[src/rtl/multicycle_controller.sv]
// Moore-style control FSM for the multicycle RV32I core: sequences the shared
// datapath and drives its mux selects, write enables, ALUControl and ImmSrc.
module multicycle_controller (
  input  logic       clk_i,
  input  logic       reset_i,
  input  logic [6:0] op_i,
  input  logic [2:0] funct3_i,
  input  logic       funct7b5_i,
  input  logic       zero_i,
  output logic       pc_write_o,
  output logic       adr_src_o,
  output logic       mem_write_o,
  output logic       ir_write_o,
  output logic       reg_write_o,
  output logic [1:0] result_src_o,
  output logic [1:0] alu_src_a_o,
  output logic [1:0] alu_src_b_o,
  output logic [2:0] alu_control_o,
  output logic [1:0] imm_src_o
);

  localparam int unsigned OP_W = 7;

  localparam logic [OP_W-1:0] OP_LW   = 7'b0000011;
  localparam logic [OP_W-1:0] OP_SW   = 7'b0100011;
  localparam logic [OP_W-1:0] OP_R    = 7'b0110011;
  localparam logic [OP_W-1:0] OP_IALU = 7'b0010011;
  localparam logic [OP_W-1:0] OP_BEQ  = 7'b1100011;
  localparam logic [OP_W-1:0] OP_JAL  = 7'b1101111;

  typedef enum logic [3:0] {
    S_FETCH     = 4'd0,
    S_DECODE    = 4'd1,
    S_TARGET    = 4'd2,
    S_MEM_ADR   = 4'd3,
    S_MEM_READ  = 4'd4,
    S_MEM_WB    = 4'd5,
    S_MEM_WRITE = 4'd6,
    S_EXEC_R    = 4'd7,
    S_EXEC_I    = 4'd8,
    S_ALU_WB    = 4'd9,
    S_BEQ       = 4'd10,
    S_JAL       = 4'd11
  } state_t;

  state_t     state_q, state_d;
  logic       pc_update, branch;
  logic       mem_write_s, ir_write_s, reg_write_s;
  logic [1:0] alu_op;

  // State register; reset abandons any in-flight instruction
  always_ff @(posedge clk_i) begin
    if (reset_i) state_q <= S_FETCH;
    else         state_q <= state_d;
  end

  // Next state and per-state datapath controls
  always_comb begin
    state_d      = state_q;
    pc_update    = 1'b0;
    branch       = 1'b0;
    adr_src_o    = 1'b0;
    mem_write_s  = 1'b0;
    ir_write_s   = 1'b0;
    reg_write_s  = 1'b0;
    result_src_o = 2'b00;
    alu_src_a_o  = 2'b00;
    alu_src_b_o  = 2'b00;
    alu_op       = 2'b00;
    unique case (state_q)
      S_FETCH: begin
        ir_write_s   = 1'b1;
        alu_src_b_o  = 2'b10;
        result_src_o = 2'b10;
        pc_update    = 1'b1;
        state_d      = S_DECODE;
      end
      S_DECODE: begin
        if (op_i == OP_LW || op_i == OP_SW)       state_d = S_MEM_ADR;
        else if (op_i == OP_R)                    state_d = S_EXEC_R;
        else if (op_i == OP_IALU)                 state_d = S_EXEC_I;
        else if (op_i == OP_BEQ || op_i == OP_JAL) state_d = S_TARGET;
        else                                      state_d = S_FETCH;
      end
      S_TARGET: begin
        alu_src_a_o = 2'b01;
        alu_src_b_o = 2'b01;
        state_d     = (op_i == OP_BEQ) ? S_BEQ : S_JAL;
      end
      S_MEM_ADR: begin
        alu_src_a_o = 2'b10;
        alu_src_b_o = 2'b01;
        state_d     = (op_i == OP_LW) ? S_MEM_READ : S_MEM_WRITE;
      end
      S_MEM_READ: begin
        adr_src_o = 1'b1;
        state_d   = S_MEM_WB;
      end
      S_MEM_WB: begin
        result_src_o = 2'b01;
        reg_write_s  = 1'b1;
        state_d      = S_FETCH;
      end
      S_MEM_WRITE: begin
        adr_src_o   = 1'b1;
        mem_write_s = 1'b1;
        state_d     = S_FETCH;
      end
      S_EXEC_R: begin
        alu_src_a_o = 2'b10;
        alu_op      = 2'b10;
        state_d     = S_ALU_WB;
      end
      S_EXEC_I: begin
        alu_src_a_o = 2'b10;
        alu_src_b_o = 2'b01;
        alu_op      = 2'b10;
        state_d     = S_ALU_WB;
      end
      S_ALU_WB: begin
        reg_write_s = 1'b1;
        state_d     = S_FETCH;
      end
      S_BEQ: begin
        alu_src_a_o = 2'b10;
        alu_op      = 2'b01;
        branch      = 1'b1;
        state_d     = S_FETCH;
      end
      S_JAL: begin
        alu_src_a_o = 2'b01;
        alu_src_b_o = 2'b10;
        pc_update   = 1'b1;
        state_d     = S_ALU_WB;
      end
      default: state_d = S_FETCH;
    endcase
  end

  // Write enables are suppressed for as long as reset is held
  always_comb begin
    pc_write_o  = (pc_update | (branch & zero_i)) & ~reset_i;
    mem_write_o = mem_write_s & ~reset_i;
    ir_write_o  = ir_write_s & ~reset_i;
    reg_write_o = reg_write_s & ~reset_i;
  end

  // ALU decoder
  always_comb begin
    alu_control_o = 3'b000;
    unique case (alu_op)
      2'b01: alu_control_o = 3'b001;
      2'b10: begin
        unique case (funct3_i)
          3'b000:  alu_control_o = (op_i[5] & funct7b5_i) ? 3'b001 : 3'b000;
          3'b010:  alu_control_o = 3'b101;
          3'b110:  alu_control_o = 3'b011;
          3'b111:  alu_control_o = 3'b010;
          default: alu_control_o = 3'b000;
        endcase
      end
      default: alu_control_o = 3'b000;
    endcase
  end

  // Immediate format follows Op so Extend captures it during Decode
  always_comb begin
    imm_src_o = 2'b00;
    if (op_i == OP_SW)       imm_src_o = 2'b01;
    else if (op_i == OP_BEQ) imm_src_o = 2'b10;
    else if (op_i == OP_JAL) imm_src_o = 2'b11;
  end

endmodule

[config.mk]
export PLATFORM = sky130hd
export DESIGN_NAME = multicycle_controller
export DESIGN_NICKNAME = d
export VERILOG_FILES = /design/src/rtl/multicycle_controller.sv
export SDC_FILE = /design/constraint.sdc
export NUM_CORES = 1
export LEC_CHECK = 0
export BUFFER_PORTS_ARGS = -buffer_cell sky130_fd_sc_hd__buf_4
export CAP_MARGIN = 25
export CORE_MARGIN = 3
export CORE_UTILIZATION = 39
export DETAILED_ROUTE_END_ITERATION = 8
export PLACE_DENSITY = 0.79
export RECOVER_POWER = 100
export SETUP_SLACK_MARGIN = 0.4
export SKIP_CTS_REPAIR_TIMING = 1
export SLEW_MARGIN = 25
export SYNTH_ARGS = -nofsm -noshare
export SYNTH_HDL_FRONTEND = slang
export SYNTH_SLANG_ARGS = --single-unit
[constraint.sdc]
create_clock -name clk_i -period 1.9 [get_ports clk_i]
set_input_delay 0.38 -clock clk_i [delete_from_list [all_inputs] [get_ports clk_i]]
set_output_delay 0.38 -clock clk_i [all_outputs]
set_load 0.05 [all_outputs]
# Word level (Yosys, flattened, before mapping)
# Cells that the tools add are included.
[totals]
wordCells = 66
regBits = 4
ram_bits = 0
memories = 0
out_inout_bits = 16
latch_bits = 0
input_bits = 14
mem_bits_ro = 0
[classes]
n_mux = 23
magnitude_cmp = 0
n_eq_ne = 22
n_div = 0
n_mul = 0
n_reduce_logical = 12
n_shift = 0
add_sub_neg = 0
bitwise = 8
[op_table]
columns = ["op", "count"]
rows = [
  ["4-bit one-hot mux with 6 select lines", 1],
  ["4-bit by 3-bit equality test with 1-bit output (second input constant)", 4],
  ["4-bit equality test (second input constant)", 4],
  ["2-bit one-hot mux with 2 select lines", 4],
  ["7-bit by 6-bit equality test with 1-bit output (second input constant)", 2],
  ["7-bit equality test (second input constant)", 2],
  ["4-bit 2-to-1 mux", 3],
  ["3-bit one-hot mux with 4 select lines", 1],
  ["2-bit 2-to-1 mux", 5],
  ["2-bit OR reduction", 5],
  ["4-bit by 2-bit equality test with 1-bit output (second input constant)", 2],
  ["1-bit 2-to-1 mux", 8],
  ["7-bit by 2-bit equality test with 1-bit output (second input constant)", 1],
  ["7-bit by 5-bit equality test with 1-bit output (second input constant)", 1],
  ["1-bit AND", 6],
  ["3-bit equality test (second input constant)", 2],
  ["3-bit one-hot mux with 2 select lines", 1],
  ["3-bit OR reduction", 2],
  ["4-bit by 1-bit equality test with 1-bit output (second input constant)", 1],
  ["4-bit logical NOT", 1],
  ["4-bit OR reduction", 1],
  ["3-bit by 2-bit equality test with 1-bit output (second input constant)", 1],
  ["3-bit logical NOT", 1],
  ["2-bit by 1-bit equality test with 1-bit output (second input constant)", 1],
  ["other kinds (4)", 5],
]

# Logic depth before layout (Yosys ltp)
[logic_depth]
word_depth = 7
mapped_depth = 7
depth_no_buf = 6

# Worst setup path after synthesis
# Ideal clock, no wire load.
[synth_timing]
path_kind = "reg2out"
startpoint = "register state_q[1]"
endpoint = "output port alu_control_o[1]"
required_ns = 1.520
path_slack_ns = -0.962
n_path_buf = 1
arrival_ns = 2.482
stages_incl_launch_ff = 7
path_cell_list = "dfxtp_1 clkbuf_1 or2_2 o22ai_1 inv_1 ha_1 nor3b_1"
[synth_via]
elab_chain_len = 5
elab_cells_between_ends = 8
classes_between = "eq/ne: 5; mux: 2; reduce/logical: 1"
[synth_lines]
columns = ["element", "line_no", "source"]
rows = [
  ["start: declaration", "46", "state_t state_q, state_d;"],
  ["start signal: assignment", "54", "else state_q <= state_d;"],
  ["4-bit equality test or 4-bit by 3-bit equality test with 1-bit output (tied branches)", "70", "unique case (state_q)"],
  ["2-bit OR reduction (no line)", "--", ""],
  ["2-bit one-hot mux with 2 select lines *", "70", ""],
  ["2-bit equality test or 2-bit by 1-bit equality test with 1-bit output (tied branches)", "151", "unique case (alu_op)"],
  ["3-bit one-hot mux with 2 select lines *", "151", ""],
  ["end: declaration", "18", "output logic [2:0] alu_control_o,"],
]
# Mark *: on every way between the ends. The rest lies on a longest branch, timed or not.

# Worst setup path after layout
[layout_timing]
startpoint = "register state_q[0]"
endpoint = "output port alu_control_o[1]"
# The elaborated chain is that of the path after synthesis.

==> results.cfg <==
[logic_synthesis]
synth_nets = 97
syn_inst = 81
ys_seq_elements = 4
syn_avg_cell_area_sq_um = 6.98
yosysWarnings = 0
syn_area_sq_um = 566
ys_types = 35
yosysSeqAreaShare_pct = 14.2

[setup_path]
crit_buf_inv = 2
critPathTopFamily = simple AND/OR/NAND/NOR gates
arrival_ns = 1.70
crit_slowest_cell = dfxtp_2
crit_chain = or2_4, o22ai_4, inv_2, ha_4, nor3b_4, buf_6
cp_slowest_stage_delay_ns = 0.32
r2r_cells = 5
cp.depth = 6
critPathLaunchType = flop
critPathMaxFanout = 4
worstPathRequired_ns = 1.52
path_class = flop to primary output
cp-end-kind = primary output

[placement]
routabilityCongestion = 0.841
placed_area_sq_um = 966
placed_cells = 129
io_buffers = 29
place_hpwl_mm = 1.60

[finish]
syn2layout_area_growth_pct = 119
stdcell_area_sq_mm = 0.00124
final_common_cell = buf_4
layoutNonFillerInstCount = 135
nets = 138
nFillCells = 40
reg_top3 = state_q: 4 flops
largest_register_ffs = 4
regMostFlops = state_q
final_cell_mix = buf_4 (20), buf_6 (15), nor2_4 (6)
antennaDiodeCount = 0
drive_gt1_share_pct = 70.8
fin_util_pct = 92.9

[cts]
htree_levels = 1
cts_root_buf = clkbuf_4
cts_made_buffers = 3
clk_pin_slew_ns = 0.03
cts_num_sinks = 4
cts_max_path_buffers = 2
cts_tree = built
clk_latency_ns = 0.23

[sta]
slew_violations = 0
rsz0062_at_grt = yes
fmax_mhz = 481
tightest_slew_ns = 0.405
finalSetupViolations = 4
finalWorstSetupSlack_ns = -0.179
relSlewSlack_pct = 72.6
skew_ns = 0.00403
hold_violations = 0
hold_ws_ns = 0.446
fin_crit_sh_pct = 109
fin_crit_ns = 2.08

[grt]
grt_pass1_wl_mm = 3.29
grt_antenna_before_repair = 0
grt_max_degree = 14
grt.overflow.total = 0
grt_pass1_vias = 689
grtUsageTotal_pct = 22.2

[routing]
drt_pre_antenna_iters = 4
drt-vias-per-instance = 6.21
finalWirelength_mm = 2.85
drtIter0Drc = 12
wire_per_inst_microns = 21.1
route.vias.total = 838
final_antenna_net_count = 0
drc_errors = 0

[die]
rows = 13
core_area_sq_mm = 0.00133
dieArea_sq_mm = 0.00194
start_util_pct = 42.4
ios = 30
die_w_microns = 44.1
die_h_microns = 44.1

[status]
status = complete, but fails checks
violations = negative setup slack

[pwr]
pwr_density_cell_mw_per_mm2 = 313
ir_worst_vdd_uv = 343
p_leak_uw = 0.000477

[min_path]
min_path_type = input port to flop
worstHoldPathCells = 2

[run]
maxCapViolations = 0
[logic make-up (layout without fill, tap and decap cells)]
logic type      Yosys count  count (layout)  synth area share (%)
simple gates             46              46                  46.2
compound gates           16              16                  20.4
buf+inv                   7              46                  4.87
flops                     4               4                  14.2
fa+ha+maj                 3               3                  6.19
xor+xnor                  3               3                  4.65
mux                       2               2                  3.54
[synth_stat cells, drive strengths merged]
library cell / instances / share of area [%]
inv: 3 / 2.0
nor3: 7 / 7.1
a21boi: 1 / 1.3
xnor2: 2 / 3.1
o21bai: 1 / 1.3
o22ai: 2 / 2.2
nor2b: 3 / 3.3
a31oi: 2 / 2.2
and4b: 1 / 1.8
or3: 4 / 5.3
o41ai: 2 / 3.1
a211oi: 1 / 1.3
nor3b: 5 / 6.6
dfxtp: 4 / 14
and2: 1 / 1.1
nand3: 2 / 1.8
a21oi: 4 / 3.5
and3: 1 / 1.1
mux2i: 2 / 3.5
buf: 1 / 0.88
o41a: 1 / 2.0
o32a: 1 / 1.8
nor2: 10 / 6.6
ha: 2 / 4.4
o31a: 1 / 1.5
xor2: 1 / 1.5
nor4: 1 / 1.1
maj3: 1 / 1.8
or2: 2 / 2.7
nand2: 5 / 3.3
clkbuf: 3 / 2.0
nand2b: 4 / 4.4
[area by class of cell]
cell class              count  area, sq um  share of cell area [%]
well taps                  15         18.8                    1.52
multi-input cells          70          706                    57.0
flip-flops and latches      4         86.3                    6.97
clock buffers               3         22.5                    1.82
repair buffers             40          394                    31.8
inverters                   3         11.3                   0.909
[path summary, 6_finish.rpt]
check	startpoint	end	slack (ns)
setup / recovery	state_q[0]	alu_control_o[1]	-0.18
setup reg to reg	state_q[1]	state_q[2]	0.26
hold reg to reg	state_q[3]	state_q[0]	0.80
hold / removal	reset_i	state_q[2]	0.45
[per-stage QoR]
stage / setup TNS, ns / power (uW) / setup slack, ns
4_1_cts: -0.740 / 345 / -0.239
3_3_place_gp: 0 / 236 / 0.0803
6_report: -0.471 / 387 / -0.179
5_1_grt: -0.694 / 403 / -0.251
2_1_floorplan: -0.660 / 180 / -0.155
3_5_place_dp: 0 / 239 / 0.0140
[per-layer routing]
| layer | global-route usage [%] | part of all wire [%] |
|---|---|---|
| met1 | 30.8 | 40 |
| met2 | 36.0 | 50 |
| met3 | 2.03 | 6.2 |
| met4 | 7.23 | 3.7 |
| met5 | 0 | 0 |
[power breakdown]
group          switching, uW  leakage [uW]  internal (uW)
clock network           34.2     0.0000138           70.6
registers               2.45     0.0000340           85.9
logic                    107      0.000429           86.7
(Power assumes the default switching activity.)
